**config.mk**
```make
export PLATFORM = sky130hd
export DESIGN_NAME = ps2_scan_ctrl
export DESIGN_NICKNAME = d
export VERILOG_FILES = /design/src/rtl/ps2_scan_ctrl.sv
export SDC_FILE = /design/constraint.sdc
export NUM_CORES = 1
export LEC_CHECK = 0
export CAP_MARGIN = 5
export CORE_MARGIN = 4
export CORE_UTILIZATION = 53
export CTS_CLUSTER_DIAMETER = 60
export CTS_CLUSTER_SIZE = 12
export DETAILED_ROUTE_END_ITERATION = 7
export DONT_BUFFER_PORTS = 1
export PLACE_DENSITY = 0.71
export RECOVER_POWER = 100
export SLEW_MARGIN = 10
export SYNTH_ARGS = -nofsm -noshare
export SYNTH_HDL_FRONTEND = slang
export SYNTH_SLANG_ARGS = --single-unit
```
**constraint.sdc**
```tcl
create_clock -name clk -period 2.05 [get_ports clk]
set_input_delay 0.1025 -clock clk [delete_from_list [all_inputs] [get_ports clk]]
set_output_delay 0.1025 -clock clk [all_outputs]
set_load 0.02 [all_outputs]
```
**src/rtl/ps2_scan_ctrl.sv**
```systemverilog
// ps2_scan_ctrl: turns the PS/2 byte stream (E0/F0 prefixes + code) into held key events.
// Define PS2_EXT_EN to decode E0-prefixed extended keys; otherwise 0xE0 is consumed and ignored.
module ps2_scan_ctrl #(
  parameter int TIMEOUT = 25000,
  parameter int TW      = 16
) (
  input  logic       clk,
  input  logic       rst,
  input  logic       rx_rdy,
  input  logic [7:0] rx_data,
  output logic       rx_done,
  output logic       ev_valid,
  input  logic       ev_ready,
  output logic [7:0] ev_code,
  output logic       ev_break,
  output logic       ev_ext,
  output logic       err
);

`ifdef PS2_EXT_EN
  typedef enum logic [2:0] {S_IDLE, S_E0, S_F0, S_E0F0, S_HOLD} state_t;
`else
  typedef enum logic [1:0] {S_IDLE, S_F0, S_HOLD} state_t;
`endif

  localparam logic [TW-1:0] TO_LAST = TW'(TIMEOUT - 1);

  state_t        r_state;
  state_t        w_next;
  logic [TW-1:0] r_cnt;
  logic [7:0]    r_code;
  logic          r_brk;
  logic          w_pop;
  logic          w_prefix;
  logic          w_expire;
  logic          w_err;
  logic          w_load;
  logic          w_brk;
  logic          w_is_e0;
  logic          w_is_f0;
  logic          w_is_bad;
`ifdef PS2_EXT_EN
  logic          w_ext;
  logic          r_ext;
`endif

  assign w_pop    = rx_rdy && (r_state != S_HOLD);
  assign w_is_e0  = (rx_data == 8'hE0);
  assign w_is_f0  = (rx_data == 8'hF0);
  assign w_is_bad = (rx_data == 8'h00) || (rx_data == 8'hFF);
  assign w_prefix = (r_state != S_IDLE) && (r_state != S_HOLD);
  assign w_expire = w_prefix && (r_cnt == TO_LAST);

  always_ff @(posedge clk) begin
    if (rst) r_state <= S_IDLE;
    else     r_state <= w_next;
  end

  always_comb begin
    w_next = r_state;
    w_err  = 1'b0;
    w_load = 1'b0;
    w_brk  = 1'b0;
`ifdef PS2_EXT_EN
    w_ext  = 1'b0;
`endif
    if (r_state == S_HOLD) begin
      if (ev_ready) w_next = S_IDLE;
    end else if (w_pop) begin
      if (w_is_bad) begin
        w_err  = 1'b1;
        w_next = S_IDLE;
      end else if (w_is_e0) begin
`ifdef PS2_EXT_EN
        // E0 restarts an extended sequence; after F0 it is out of order
        w_next = S_E0;
        w_err  = (r_state == S_F0) || (r_state == S_E0F0);
`else
        w_next = r_state;
`endif
      end else if (w_is_f0) begin
        case (r_state)
          S_IDLE:  w_next = S_F0;
`ifdef PS2_EXT_EN
          S_E0:    w_next = S_E0F0;
`endif
          default: w_err = 1'b1;
        endcase
      end else begin
        w_load = 1'b1;
        w_next = S_HOLD;
`ifdef PS2_EXT_EN
        w_brk  = (r_state == S_F0) || (r_state == S_E0F0);
        w_ext  = (r_state == S_E0) || (r_state == S_E0F0);
`else
        w_brk  = (r_state == S_F0);
`endif
      end
    end else if (w_expire) begin
      w_err  = 1'b1;
      w_next = S_IDLE;
    end
  end

  always_comb begin
    rx_done  = 1'b0;
    ev_valid = 1'b0;
    err      = 1'b0;
    if (!rst) begin
      rx_done  = w_pop;
      ev_valid = (r_state == S_HOLD);
      err      = w_err;
    end
  end

  // Prefix-wait timer: runs only while a prefix is pending and no byte arrives
  always_ff @(posedge clk) begin
    if (rst || !w_prefix || w_pop || w_expire) r_cnt <= '0;
    else                                       r_cnt <= r_cnt + TW'(1);
  end

  always_ff @(posedge clk) begin
    if (rst) begin
      r_code <= 8'h00;
      r_brk  <= 1'b0;
    end else if (w_load) begin
      r_code <= rx_data;
      r_brk  <= w_brk;
    end
  end

`ifdef PS2_EXT_EN
  always_ff @(posedge clk) begin
    if (rst)         r_ext <= 1'b0;
    else if (w_load) r_ext <= w_ext;
  end
  assign ev_ext = r_ext;
`else
  assign ev_ext = 1'b0;
`endif

  assign ev_code  = r_code;
  assign ev_break = r_brk;

endmodule

```
==> metrics.txt <==
outcome=complete, but fails checks; failing checks=negative setup slack; R2R Setup Slk=approximately 0.06 ns; fillers=a little over 200; Hold WC Path Type=in2reg; worst setup slack after layout=-0.242 ns; total CTS buffers=3; CORE AREA=about 2300 µm²; pin count of the biggest net entering global routing=17; Peak VDD IR=between 0.0005 and 0.0006 V; grt ovf=0; DRT Pass-1 Iters=4; worst hold path cell count=3; initial detailed-routing violation count=just under 60; GRT Util Overall=0.187; Synth Warn #=0; worst skew pair latency=approximately 0.33 ns; Worst-path clk slew=approximately 0.14 ns; commonest non-fill, non-tap cell in the layout=dfxtp_1; Setup Total Neg Slack=-0.242 ns; Sink Count=27; CTS tree=yes; Synth Register Bits=27; Crit path arrival time=between 2 and 2.5 ns; chip width=roughly 58 µm; Hold EP=ev_code[5]; Worst R2R End=r_cnt[12]; H-tree depth=1; CP required=1.95 ns; CP max FO=5; relative slew slack=0.334; worst hold slack=around 0.043 ns; P_leak=between 0.0005 and 0.0006 µW; DRC=0; Placed Instance Area=roughly 1400 µm²; endpoints failing hold=0; Synth Cell Area=roughly 1300 µm²; MaxCap Viol Count=0; minimum clock period=about 2.3 ns; register area=between 500 and 600 µm²; Die ar.=3340 µm²; worst-case clock buffer depth=2; Clock Tree Root=clkbuf_4; post-CTS setup buffers=0; diode count=0; FF-to-FF path depth=5; DRT Wirelength=3000 µm; Mapped Cells=between 150 and 200; Final GP Congestion=0.860; Syn-to-layout area delta=13.1%; Setup crit start kind=flip-flop; Worst Tran Pin Value=between 0.9 and 1 ns; design area=between 1000 and 1500 µm²; sequential fraction of the synthesis area=0.411; average routed wire per standard cell=around 15 µm; Final Skew=slightly below 0.003 ns; final net count=about 180; fin. max-slew vios=0; share of synthesized registers carrying an async set or reset=0; Routed Antenna Nets=0; EDFF count, synth=0; most frequent cells in the layout=dfxtp_1, nor2_1, nand3_1, a21oi_1, dlygate4sd3_1; first-pass GRT wire length=4880 µm; share of cells above drive strength 1=0.0778; vias per cell=6.18; final worst path period share=1.12; ys flop type=dfxtp_1; vias post-DR=approximately 1200; Setup violations, final=1; # IOs=25; Worst Hold Launch=rx_data[5]; fmax=436 MHz; vias in the first global route=slightly above 1000; power density cells=approximately 630 nW/µm²; Critical Path Sink Type=primary output; Syn Nets=between 150 and 200; count of cell types in the netlist=39; antenna violations before repair=0; Final HPWL DP=1980 µm; footprint of the multi-input gates=around 740 µm²; syn avg cell area=between 8 and 9 µm²; RSZ-0062 raised after global routing=true; PortBufs=0; Site Rows=17; Vert. Die Dim=a little under 60 µm; initial core utilization=0.573; WS Path Type=reg2out; worst reg2reg startpoint=r_cnt[11]
report_power, final:
group	switching [µW]	total (µW)	internal, µW
Combinational	75.3	125	49.4
Clock	153	229	76.5
Sequential	37.2	584	546
Total	265	938	672
cells by family after synthesis:
logic type               count (synthesis)  synth area share
flip-flops                              27             0.411
AND/OR/NAND/NOR                         71             0.291
buffers and inverters                    9            0.0342
adder cells (fa/ha/maj)                  1           0.00950
other                                    1           0.00285
XOR/XNOR                                12            0.0798
AO/OA/AOI/OAI                           32             0.172
sequential cells by signal, summed over array words and instances, names as in the netlist:
signal    flops
ev_code       8
ev_break      1
r_state       2
r_cnt        16
routing by layer:
metal / part of all wire / vias to the layer above / GRT usage
li1: - / 585 / -
met1: 0.47 / 586 / 0.256
met2: 0.46 / 29 / 0.274
met3: 0.056 / 5 / 0.0401
met4: 0.016 / 0 / 0.0960
met5: 0 / - / 0
critical path, stage by stage, from the launching register on:
cell,delay (ns)
dfxtp_2,0.36
or4_1,0.49
or4_4,0.46
nor4b_4,0.25
a22o_1,0.28
Yosys cell counts (2+ instances only):
cell | count | area, µm²
inv_1 | 4 | 15.0
nand2b_1 | 2 | 12.5
a2111oi_0 | 3 | 26.3
or4_1 | 3 | 22.5
clkbuf_1 | 3 | 11.3
nand3_1 | 16 | 80.1
and3_1 | 5 | 31.3
dfxtp_1 | 27 | 541
or3_1 | 2 | 12.5
xor2_1 | 7 | 61.3
xnor2_1 | 5 | 43.8
a2111o_1 | 2 | 22.5
nand4_1 | 3 | 18.8
nor2_1 | 19 | 71.3
nor4_1 | 2 | 12.5
nand2_1 | 9 | 33.8
nor3_1 | 2 | 10.0
o21ai_0 | 8 | 40.0
and4_1 | 2 | 17.5
a21oi_1 | 10 | 50.1
metrics by stage:
| stage | std cells | worst slack, ns | utilization | power [µW] |
|---|---|---|---|---|
| finish | 195 | -0.242 | 0.648 | 938 |
| global route | 195 | -0.370 | 0.648 | 989 |
| CTS | 194 | -0.253 | 0.654 | 942 |
| detailed placement | 180 | -0.00365 | 0.594 | 697 |
| global placement | 180 | 0.0385 | 0.594 | 694 |
| floorplan | 153 | 0.0881 | - | 675 |
repair_timing:
item,in CTS,in global routing
hold endpoints to repair,11,0
hold buffers,10,0
setup endpoints to repair,7,1
pin swaps,1,0
resized for setup,3,0
final cells by class:
cell class,instances,area share
clock buffers,4,0.0176
inverters,4,0.0101
multi-input cells,117,0.498
flip-flops and latches,27,0.364
well taps,28,0.0235
repair buffers,15,0.0866
worst max path at each step:
stage	start	endpoint	slack (ns)	cells past startpoint
6_report	r_cnt[11]	err	-0.24	4
5_1_grt	r_cnt[11]	err	-0.37	4
4_1_cts	r_cnt[11]	err	-0.25	4
3_5_place_dp	r_state[1]	ev_code[0]	-0.004	4
3_3_place_gp	r_state[1]	ev_code[2]	0.04	4
2_1_floorplan	r_cnt[3]	err	0.09	4
Note: power is estimated with default switching activity, not from simulation.
